==> src/rtl/uart_rx_fifo_pkg.sv <==
// Shared constants for the UART receive path.
// Entry word layout is {parity_err, stop_err, data}.
package uart_rx_fifo_pkg;

  localparam int MAX_UART_DATA_W = 8;
  localparam int FIFO_DEPTH      = 16;
  localparam int AFULL_THRESH    = 12;

  localparam int ENTRY_W  = MAX_UART_DATA_W + 2;
  localparam int PERR_BIT = MAX_UART_DATA_W + 1;
  localparam int SERR_BIT = MAX_UART_DATA_W;

endpackage

==> src/rtl/uart_fifo_mem.sv <==
// Dual-port register array: synchronous write, asynchronous read.
// Shared by the UART receive and transmit FIFOs.
module uart_fifo_mem #(
  parameter int DEPTH = 16,
  parameter int AW    = 4,
  parameter int DW    = 10
) (
  input  logic          clk_i,
  input  logic          we_i,
  input  logic [AW-1:0] waddr_i,
  input  logic [DW-1:0] wdata_i,
  input  logic [AW-1:0] raddr_i,
  output logic [DW-1:0] rdata_o
);

  logic [DW-1:0] mem [DEPTH];

  always_ff @(posedge clk_i) begin
    if (we_i) begin
      mem[waddr_i] <= wdata_i;
    end
  end

  assign rdata_o = mem[raddr_i];

endmodule

==> src/rtl/uart_rx_fifo.sv <==
// First-word-fall-through receive buffer behind the UART controller.
// Pointers carry a wrap bit; status outputs are registered.
module uart_rx_fifo #(
  parameter int MAX_UART_DATA_W = uart_rx_fifo_pkg::MAX_UART_DATA_W,
  parameter int FIFO_DEPTH      = uart_rx_fifo_pkg::FIFO_DEPTH,
  parameter int ADDR_W          = $clog2(FIFO_DEPTH),
  parameter int AFULL_THRESH    = uart_rx_fifo_pkg::AFULL_THRESH
) (
  input  logic                       clk_i,
  input  logic                       rst_i,
  input  logic                       push_i,
  input  logic [MAX_UART_DATA_W-1:0] data_i,
  input  logic                       parity_err_i,
  input  logic                       stop_err_i,
  input  logic                       pop_i,
  input  logic                       flush_i,
  input  logic                       clr_flags_i,
  output logic [MAX_UART_DATA_W-1:0] rd_data_o,
  output logic                       rd_parity_err_o,
  output logic                       rd_stop_err_o,
  output logic                       empty_o,
  output logic                       full_o,
  output logic                       afull_o,
  output logic [ADDR_W:0]            level_o,
  output logic                       overflow_o,
  output logic                       underflow_o
);

  localparam int EW = MAX_UART_DATA_W + 2;
  localparam logic [ADDR_W:0] ONE = (ADDR_W+1)'(1);
  localparam logic [ADDR_W:0] AF  = (ADDR_W+1)'(AFULL_THRESH);

  logic [ADDR_W:0] wptr_q, rptr_q;
  logic [ADDR_W:0] wptr_d, rptr_d, lvl_d;
  logic            push_ok, pop_ok;
  logic            ovf_d, udf_d;
  logic [EW-1:0]   wdata, rdata;

  always_comb begin
    pop_ok  = pop_i && !empty_o;
    push_ok = push_i && (!full_o || pop_ok);
    wptr_d  = wptr_q;
    rptr_d  = rptr_q;
    ovf_d   = overflow_o && !clr_flags_i;
    udf_d   = underflow_o && !clr_flags_i;
    if (flush_i) begin
      wptr_d = '0;
      rptr_d = '0;
    end else begin
      if (push_ok) wptr_d = wptr_q + ONE;
      if (pop_ok)  rptr_d = rptr_q + ONE;
      // a new event beats a clear in the same cycle
      if (push_i && !push_ok) ovf_d = 1'b1;
      if (pop_i && !pop_ok)   udf_d = 1'b1;
    end
    lvl_d = wptr_d - rptr_d;
  end

  always_ff @(posedge clk_i or posedge rst_i) begin
    if (rst_i) begin
      wptr_q      <= '0;
      rptr_q      <= '0;
      empty_o     <= 1'b1;
      full_o      <= 1'b0;
      afull_o     <= 1'b0;
      level_o     <= '0;
      overflow_o  <= 1'b0;
      underflow_o <= 1'b0;
    end else begin
      wptr_q      <= wptr_d;
      rptr_q      <= rptr_d;
      empty_o     <= (wptr_d == rptr_d);
      full_o      <= (wptr_d[ADDR_W] != rptr_d[ADDR_W]) &&
                     (wptr_d[ADDR_W-1:0] == rptr_d[ADDR_W-1:0]);
      afull_o     <= (lvl_d >= AF);
      level_o     <= lvl_d;
      overflow_o  <= ovf_d;
      underflow_o <= udf_d;
    end
  end

  assign wdata = {parity_err_i, stop_err_i, data_i};

  uart_fifo_mem #(
    .DEPTH (FIFO_DEPTH),
    .AW    (ADDR_W),
    .DW    (EW)
  ) u_mem (
    .clk_i   (clk_i),
    .we_i    (push_ok && !flush_i),
    .waddr_i (wptr_q[ADDR_W-1:0]),
    .wdata_i (wdata),
    .raddr_i (rptr_q[ADDR_W-1:0]),
    .rdata_o (rdata)
  );

  assign rd_data_o       = empty_o ? '0 : rdata[MAX_UART_DATA_W-1:0];
  assign rd_stop_err_o   = !empty_o && rdata[EW-2];
  assign rd_parity_err_o = !empty_o && rdata[EW-1];

endmodule

==> config.mk <==
export PLATFORM = sky130hd
export DESIGN_NAME = uart_rx_fifo
export DESIGN_NICKNAME = d
export VERILOG_FILES = /design/src/rtl/uart_rx_fifo_pkg.sv /design/src/rtl/uart_fifo_mem.sv /design/src/rtl/uart_rx_fifo.sv
export SDC_FILE = /design/constraint.sdc
export NUM_CORES = 1
export LEC_CHECK = 0
export ABC_AREA = 1
export CORE_UTILIZATION = 64
export CTS_CLUSTER_SIZE = 24
export DETAILED_ROUTE_END_ITERATION = 8
export HOLD_SLACK_MARGIN = 0.15
export PLACE_DENSITY = 0.81
export SLEW_MARGIN = 20
export SYNTH_ARGS = -nofsm -noshare
export SYNTH_HDL_FRONTEND = slang
export SYNTH_SLANG_ARGS = --single-unit
export TNS_END_PERCENT = 100
==> constraint.sdc <==
create_clock -name clk_i -period 5.31 [get_ports clk_i]
set_input_delay 1.062 -clock clk_i [delete_from_list [all_inputs] [get_ports clk_i]]
set_output_delay 1.062 -clock clk_i [all_outputs]
set_load 0.01 [all_outputs]
Yosys cells after proc, flatten, opt, wreduce, memory -nomap -nowiden
Memory sizes are Yosys's and may differ from the RTL's.
Cells that the tools add are included.

word-level totals
  flip-flop bits (word level) = 20
  RAM bits = 160
  logic and storage cells = 44
  memories kept = 1

cells by class
  $add $sub $neg = 3
  magnitude comparators = 1
  eq/ne operators = 3
  mux-type cells = 11
  reduce and logical (&&, ||, !) cells = 17

memory list
  name       words  bits a word  read ports  clocked after memory_dff  write ports  line                 text
  u_mem.mem  16     10           1           0                         1            uart_fifo_mem.sv:16  logic [DW-1:0] mem [DEPTH];

operator list
  kind                                                 count
  2-to-1 mux 5 bit                                     4
  adder 5 x 1 -> 5 bit, second input constant          2
  logical AND 1 bit                                    10
  2-to-1 mux 8 bit                                     1
  zero test 1 bit                                      6
  2-to-1 mux 1 bit                                     6
  == test 5 bit                                        1
  >= comparator 5 x 4 -> 1 bit, second input constant  1
  subtractor 5 bit                                     1
  == test 4 bit                                        1
  logical OR 1 bit                                     1
  inequality test 1 bit                                1

Depth between registers and ports, before layout
Gate-level depths: netlist (run 1).

  depth in word-level cells = 8
  depth in mapped cells = 16
  mapped depth without buffers = 16

Hierarchy
A second synthesis (run 1) with hierarchy kept.

unflattened totals
  cell total of the unflattened synthesis = 824
  area total of the unflattened synthesis = 8,146.6 um2

modules (own cells, without submodules)
  module         times used  cells an instance  area each (um2)  seq. area each (um2)
  uart_fifo_mem  1           672                6,971.7          4,804.6
  uart_rx_fifo   1           152                1,174.9          501.7

Worst setup path after synthesis (run 1)
No wires, ideal clock.

  path kind = input -> register
  start = input port pop_i
  end = memory u_mem.mem[7][0], enable pin
  setup time = 390 ps
  data arrival time = 2,290 ps
  path slack = 2,631 ps
  cell stages on the path = 6
  path buffers = 0
  cell sequence = nand2_2 nand2_2 nand2_4 nor2_1 inv_1 nor3_1

between the ends
  cells in the longest elaborated chain, start to end = 6

RTL lines
  element                                 line                 text
  start, declared                         uart_rx_fifo.sv:15   input logic pop_i,
  logical AND 1 bit                       uart_rx_fifo.sv:40   pop_ok = pop_i && !empty_o;
  logical OR 1 bit                        uart_rx_fifo.sv:41   push_ok = push_i && (!full_o || pop_ok);
  logical AND 1 bit                       uart_rx_fifo.sv:41
  logical AND 1 bit                       uart_rx_fifo.sv:90   .we_i (push_ok && !flush_i),
  2-to-1 mux 1 bit                        uart_fifo_mem.sv:19  if (we_i) begin
  2-to-1 mux 1 bit (not written as such)  uart_fifo_mem.sv:20  mem[waddr_i] <= wdata_i;
  end, declared                           uart_fifo_mem.sv:16

Every way passes these cells.

Worst setup path in the final report (run 1)
  start = register rptr_q[0]
  end = output port rd_data_o[1]

between the ends
  cells in the longest elaborated chain, start to end = 2

RTL lines
  element                    line                text
  start, declared            uart_rx_fifo.sv:33  logic [ADDR_W:0] wptr_q, rptr_q;
  start signal, assigned     uart_rx_fifo.sv:71  rptr_q <= rptr_d;
  memory read (16 x 10 bit)  -
  2-to-1 mux 8 bit           uart_rx_fifo.sv:97  assign rd_data_o = empty_o ? '0 : rdata[MAX_UART_DATA_W-1:0];
  end, declared              uart_rx_fifo.sv:18  output logic [MAX_UART_DATA_W-1:0] rd_data_o,

Every way passes these cells.

==> metrics.txt, run 1 <==
row count 39; clock sinks 180; Comb power frac 15.7%; total negative slack 0 ps; n_diodes 0; hold_ws 544.7 ps; RSZ-0062 raised after global routing false; # resized after CTS 0; sequential share of the synthesized area between 70% and 80%; Die Span X between 100 and 150 µm; largest fanout on the critical path 46; Worst Hold Class reg -> reg; status finished, final reports clean; ys flop type edfxtp_1; post-synth top area share between 60% and 70%; Mapped Cells between 600 and 700; synth unique cells 26; P&R area growth vs syn 11.92%; most frequent cells in the layout edfxtp_1, nor2_1, o21ai_1; post-route cell area 0.008401 mm²; power per cell area 388.7 mW/mm²; IO Port Bufs 35; Clk pwr share a little over a third; Worst Tran Pin Value roughly 1100 ps; cell with the most instances on the worst path nor2_1; Post-Synth XOR/XNOR Area less than 1%; Root Driver clkbuf_16; Clk pin slew, worst setup/hold paths roughly 70 ps; initial antenna violation count 0; hpwl dp slightly above 10 mm; Total Power between 3 and 4 mW; CP max stage cell dfrtp_2; Area after DPL ~0.0079 mm²; deepest clock path buffer count 2; CTS H-tree lvls 4; Compound-Gate Fraction of Synth Area ~11%; Leakage 2.879 nW; Final setup violation count 0; #FFs+latches synth between 150 and 200; pin count of the biggest net entering global routing between 80 and 90; drt wl/cell 20.48 µm; Req. time, crit path around 4300 ps; hold-fix buffers at CTS 0; min cycle time layout 4325 ps; Fin. Hold Viols 0; post-synthesis mux area share 0%; VDD IR-drop max just under 0.0003 V; Avg Vias per Cell 6.237; layout cell share with drive strength beyond 1 under 10%; fin nets approximately 670; syn_nets around 650; Setup crit start kind register; Syn Area/Cell between 10 and 15 µm²; Crit path max-delay family buffers and inverters; largest family of logic cells by synthesized area simple AND/OR/NAND/NOR gates; GRT Total Usage around 29%; gpl congestion 0.8786; postcts setup bufs 0; Synth area leader edfxtp_1; first-pass GRT wire length between 20 and 25 mm; Int Pwr ~2.4 mW; die area around 0.012 mm²; Bufs and invs on worst path 2; Crit Path Category reg -> out; Via Count between 5000 and 6000; grt total ovfl 0; IO Pins 36; Remaining DRCs 0; WL final between 15 and 20 mm; mapped cell area around 0.0075 mm²; ranking of synthesized cells by area edfxtp_1, nor2_1, dfrtp_1; vias in the first global route between 4000 and 5000; worst skew pair latency 420 ps; Initial Util between 60% and 70%; most common cell after layout, fill and taps aside edfxtp_1; number of synthesized flops with an enable pin 160; nature of the critical path endpoint primary output; Num CTS Buffers 17; maxcap violations 0; post-route ant nets 0; Fmax achieved 231.2 MHz; Synth Area in Adders under 10%; sw power between 0.8 and 0.9 mW; Sw Ratio 27.15%; Setup Skew 6.433 ps; Max Transition Viols Final 0; CTS tree yes; Tcrit/Tclk final approximately 81%; CP arrival approximately 3300 ps; synthesized-area fraction occupied by and/or/nand/nor cells between 10 and 15%; drt first pass iters 7; Initial DRC Count 506; area of the core ~0.011 mm²; worst path cell trace buf_4 -> nor2_1 -> nor2_1 -> o21ai_1 -> o211ai_1 -> nand3_1 -> a21oi_1 -> clkdlybuf4s50_1; async set-reset flop share out of synthesis ~11%; part of the power in registers 49.6%; Worst slew margin 27.91%; Worst path max stage delay between 800 and 900 ps; Synth Warn # 0; Die Span Y around 110 µm
path summary, 6_finish.rpt:
path	to	depth (start not counted)	slack (ps)	from
worst min register to register	overflow_o	2	540	overflow_o
min in group asynchronous	overflow_o	2	1100	rst_i
worst max-delay path	rd_data_o[1]	8	980	rptr_q[0]
worst min-delay path	overflow_o	2	540	overflow_o
worst max register to register	afull_o	12	2310	rptr_q[0]
max in group asynchronous	rptr_q[0]	2	3670	rst_i
Yosys cell counts, types with 3 or more instances:
library cell and count:
edfxtp_1 160, nor2_1 145, o21ai_1 61, o211ai_1 40, nand3_1 36, nand2_1 28, inv_1 26, o21ai_0 24
dfrtp_1 19, a21oi_1 17, buf_2 12, ha_1 9, buf_4 7, clkbuf_1 7, buf_6 6, nor3_1 5
inv_2 3, nand2_2 3, nand4_1 3
state kept, by name, summed over array words and instances (netlist names):
signal	count
overflow_o	1
wptr_q	5
underflow_o	1
empty_o	1
u_mem.mem	160
full_o	1
afull_o	1
rptr_q	5
level_o	5
per-layer routing:
metal | global-route usage [%] | vias to the layer above | part of all wire (%)
met5 | 0 | - | 0
met4 | 10.34 | 0 | 2.0
met3 | 5.409 | 30 | 8.7
met2 | 46.89 | 281 | 50
met1 | 39.31 | 2414 | 40
li1 | - | 2277 | -
worst register-to-register path: stages (launching register included):
cell	delay, ps
dfrtp_2	810
inv_4	500
nor2_1	300
nand3_1	110
nand2_1	90
nand2_1	70
nor2_1	160
inv_1	80
ha_1	330
a21oi_1	170
nand2_1	80
nand3_1	110
nand3_1	80
cell families after synthesis:
logic type | Yosys count
buffers and inverters | 64
xor gates and xnor gates | 2
adders and majority gates | 10
AOI/OAI and AO/OA | 143
DFF | 180
and+or+nand+nor | 221
metrics by stage:
step           worst slack (ps)  instances  utilization [%]
6_report                  984.8        802            73.57
3_5_place_dp               1443        770            68.91
5_1_grt                   842.8        802            73.57
3_3_place_gp               1548        770            68.91
4_1_cts                   993.3        802            73.57
2_1_floorplan              2631        620                -
cell type report:
| type | instances | area (µm²) |
|---|---|---|
| Inverter | 30 | 115.1 |
| Multi-Input combinational cell | 376 | 1871 |
| Fill cell | 717 | 3018 |
| Tap cell | 143 | 178.9 |
| Timing Repair Buffer | 41 | 395.4 |
| Clock inverter | 14 | 102.6 |
| Sequential cell | 180 | 5309 |
| Clock buffer | 18 | 429.2 |
power by group through the flow:
| stage | logic, mW | registers [mW] | clock network [mW] |
|---|---|---|---|
| after global routing | 0.552 | 1.62 | 1.20 |
| final | 0.512 | 1.62 | 1.13 |
| after CTS | 0.509 | 1.62 | 1.14 |
| after floorplan | 0.332 | 1.63 | 0 |
| after detailed placement | 0.502 | 1.65 | 0 |
| after global placement | 0.489 | 1.65 | 0 |
Note: power is estimated with default switching activity, not from simulation.
==> run 2, diff against run 1 <==
- CORE_UTILIZATION: 64 -> 60
- PLACE_DENSITY: 0.81 -> 0.76
- clock period: 5.31 -> 4 ns (I/O delays scaled with it)
==> metrics.txt, run 2 (synthesis results as in run 1) <==
CTS tree yes; Crit path max-delay family buffers and inverters; final core utilization between 70% and 80%; row count 40; RSZ-0062 raised after global routing false; Req. time, crit path 3200 ps; deepest clock path buffer count 2; VDD IR-drop max between 0.0003 and 0.0004 V; CP arrival ~2900 ps; Initial Util 61.97%; Num CTS Buffers 17; worst path cell trace inv_4 -> buf_12 -> nor2_1 -> o211ai_1 -> nand3_1 -> a21oi_1 -> clkdlybuf4s50_1; min cycle time layout about 3700 ps; maxcap violations 0; Clk pin slew, worst setup/hold paths about 60 ps; Leakage around 3.0 nW; hpwl dp between 10 and 15 mm; layout cell share with drive strength beyond 1 slightly below 9%; P&R area growth vs syn 14.25%; largest fanout on the critical path 42; drt first pass iters 4; CP max stage cell clkdlybuf4s50_1; number of filler cells placed in the layout 854; largest register by flop count u_mem.mem; post-route cell area around 0.0086 mm²; gpl congestion about 0.86; Worst slew margin a little over two fifths; Crit Path Category reg -> out; WL final about 18 mm; Tcrit/Tclk final between 90% and 100%; Worst Hold Class reg -> reg; Fmax achieved roughly 270 MHz; hold-fix buffers at CTS 0; Bufs and invs on worst path 3; Max Transition Viols Final 0; pin count of the biggest net entering global routing 43; clock sinks 180; Root Driver clkbuf_16; post-route ant nets 0; nature of the critical path endpoint primary output; Largest register FFs 160; power per cell area 513.0 mW/mm²; IO Pins 36; most frequent cells in the layout edfxtp_1, nor2_1, o21ai_1; CTS H-tree lvls 4; Initial DRC Count 586; # resized after CTS 0; number of stages on the worst setup path 7; Setup crit start kind register; postcts setup bufs 0; status finished, final reports clean; Area after DPL roughly 0.0080 mm²; Remaining DRCs 0; path depth of the worst reg2reg path 11; vias in the first global route roughly 5000; Fin. Hold Viols 0; Worst path max stage delay about 570 ps; R2R Setup Slk about 1400 ps; fin nets between 600 and 700; GRT Total Usage 29.08%; total negative slack 0 ps; Setup Skew around 6.8 ps; drt wl/cell ~21 µm; Final setup violation count 0; die area 0.01296 mm²; Place WS around 790 ps; worst skew pair latency 430 ps; initial antenna violation count 0; area of the core ~0.012 mm²; final worst setup slack 311.9 ps; Critical Path Start rptr_q[0]; Avg Vias per Cell 6.008; R2R Path End afull_o; Worst Tran Pin Value roughly 850 ps; grt total ovfl 0; Die Span Y roughly 110 µm; first-pass GRT wire length between 20 and 30 mm; IO Port Bufs 35; hold_ws 568.6 ps; Via Count 5065; n_diodes 0; Die Span X 113.8 µm; Critical Path End rd_data_o[5]; worst r2r src rptr_q[0]; most common cell after layout, fill and taps aside edfxtp_1
run 2: changes by cell type in the layout (fill, tap and decap cells not counted):
cell	before	now
buf_12	0	1
buf_4	6	21
bufinv_16	0	1
clkbuf_1	1	3
clkinv_1	4	2
clkinv_2	0	2
inv_6	5	3
inv_8	1	0
run 2: worst min path at each step:
stage	slack, ps	from	end	depth (start not counted)
floorplan	560	overflow_o	overflow_o	2
detailed placement	530	underflow_o	underflow_o	2
global placement	520	overflow_o	overflow_o	2
CTS	570	underflow_o	underflow_o	2
finish	570	overflow_o	overflow_o	2
global route	600	overflow_o	overflow_o	2
run 2: final cells by class:
type,instances,area (µm²),share of cell area (%)
clock buffers,20,436.7,5.092
clock inverters,12,106.4,1.240
inverters,30,115.1,1.342
multi-input cells,376,1871,21.81
flip-flops and latches,180,5309,61.91
well taps,168,210.2,2.451
repair buffers,57,528.0,6.157
run 2: tightest hold or removal path, delay by kind of cell, from the launching register on:
family                 cells  cell delay (ps)
DFF                        1              380
AOI/OAI and AO/OA          1               80
buffers and inverters      1               60
run 2: report_power, final:
part | switching [mW] | leakage, nW | total (mW) | internal (mW)
registers | 0.0507 | 1.70 | 2.15 | 2.09
clock network | 0.683 | 0.260 | 1.54 | 0.856
logic | 0.439 | 1.01 | 0.715 | 0.275
run 2: per-layer routing:
layer | part of all wire (%) | global-route usage [%] | up-vias
li1 | - | - | 2306
met1 | 42 | 39.14 | 2492
met2 | 48 | 45.33 | 226
met3 | 6.9 | 6.695 | 41
met4 | 2.8 | 14.20 | 0
met5 | 0 | 0 | -
run 2: through the flow:
| step | std cells | power (mW) |
|---|---|---|
| final | 843 | 4.400 |
| after global routing | 843 | 4.550 |
| after CTS | 843 | 4.408 |
| after detailed placement | 811 | 2.885 |
| after global placement | 811 | 2.865 |
| after floorplan | 620 | 2.603 |
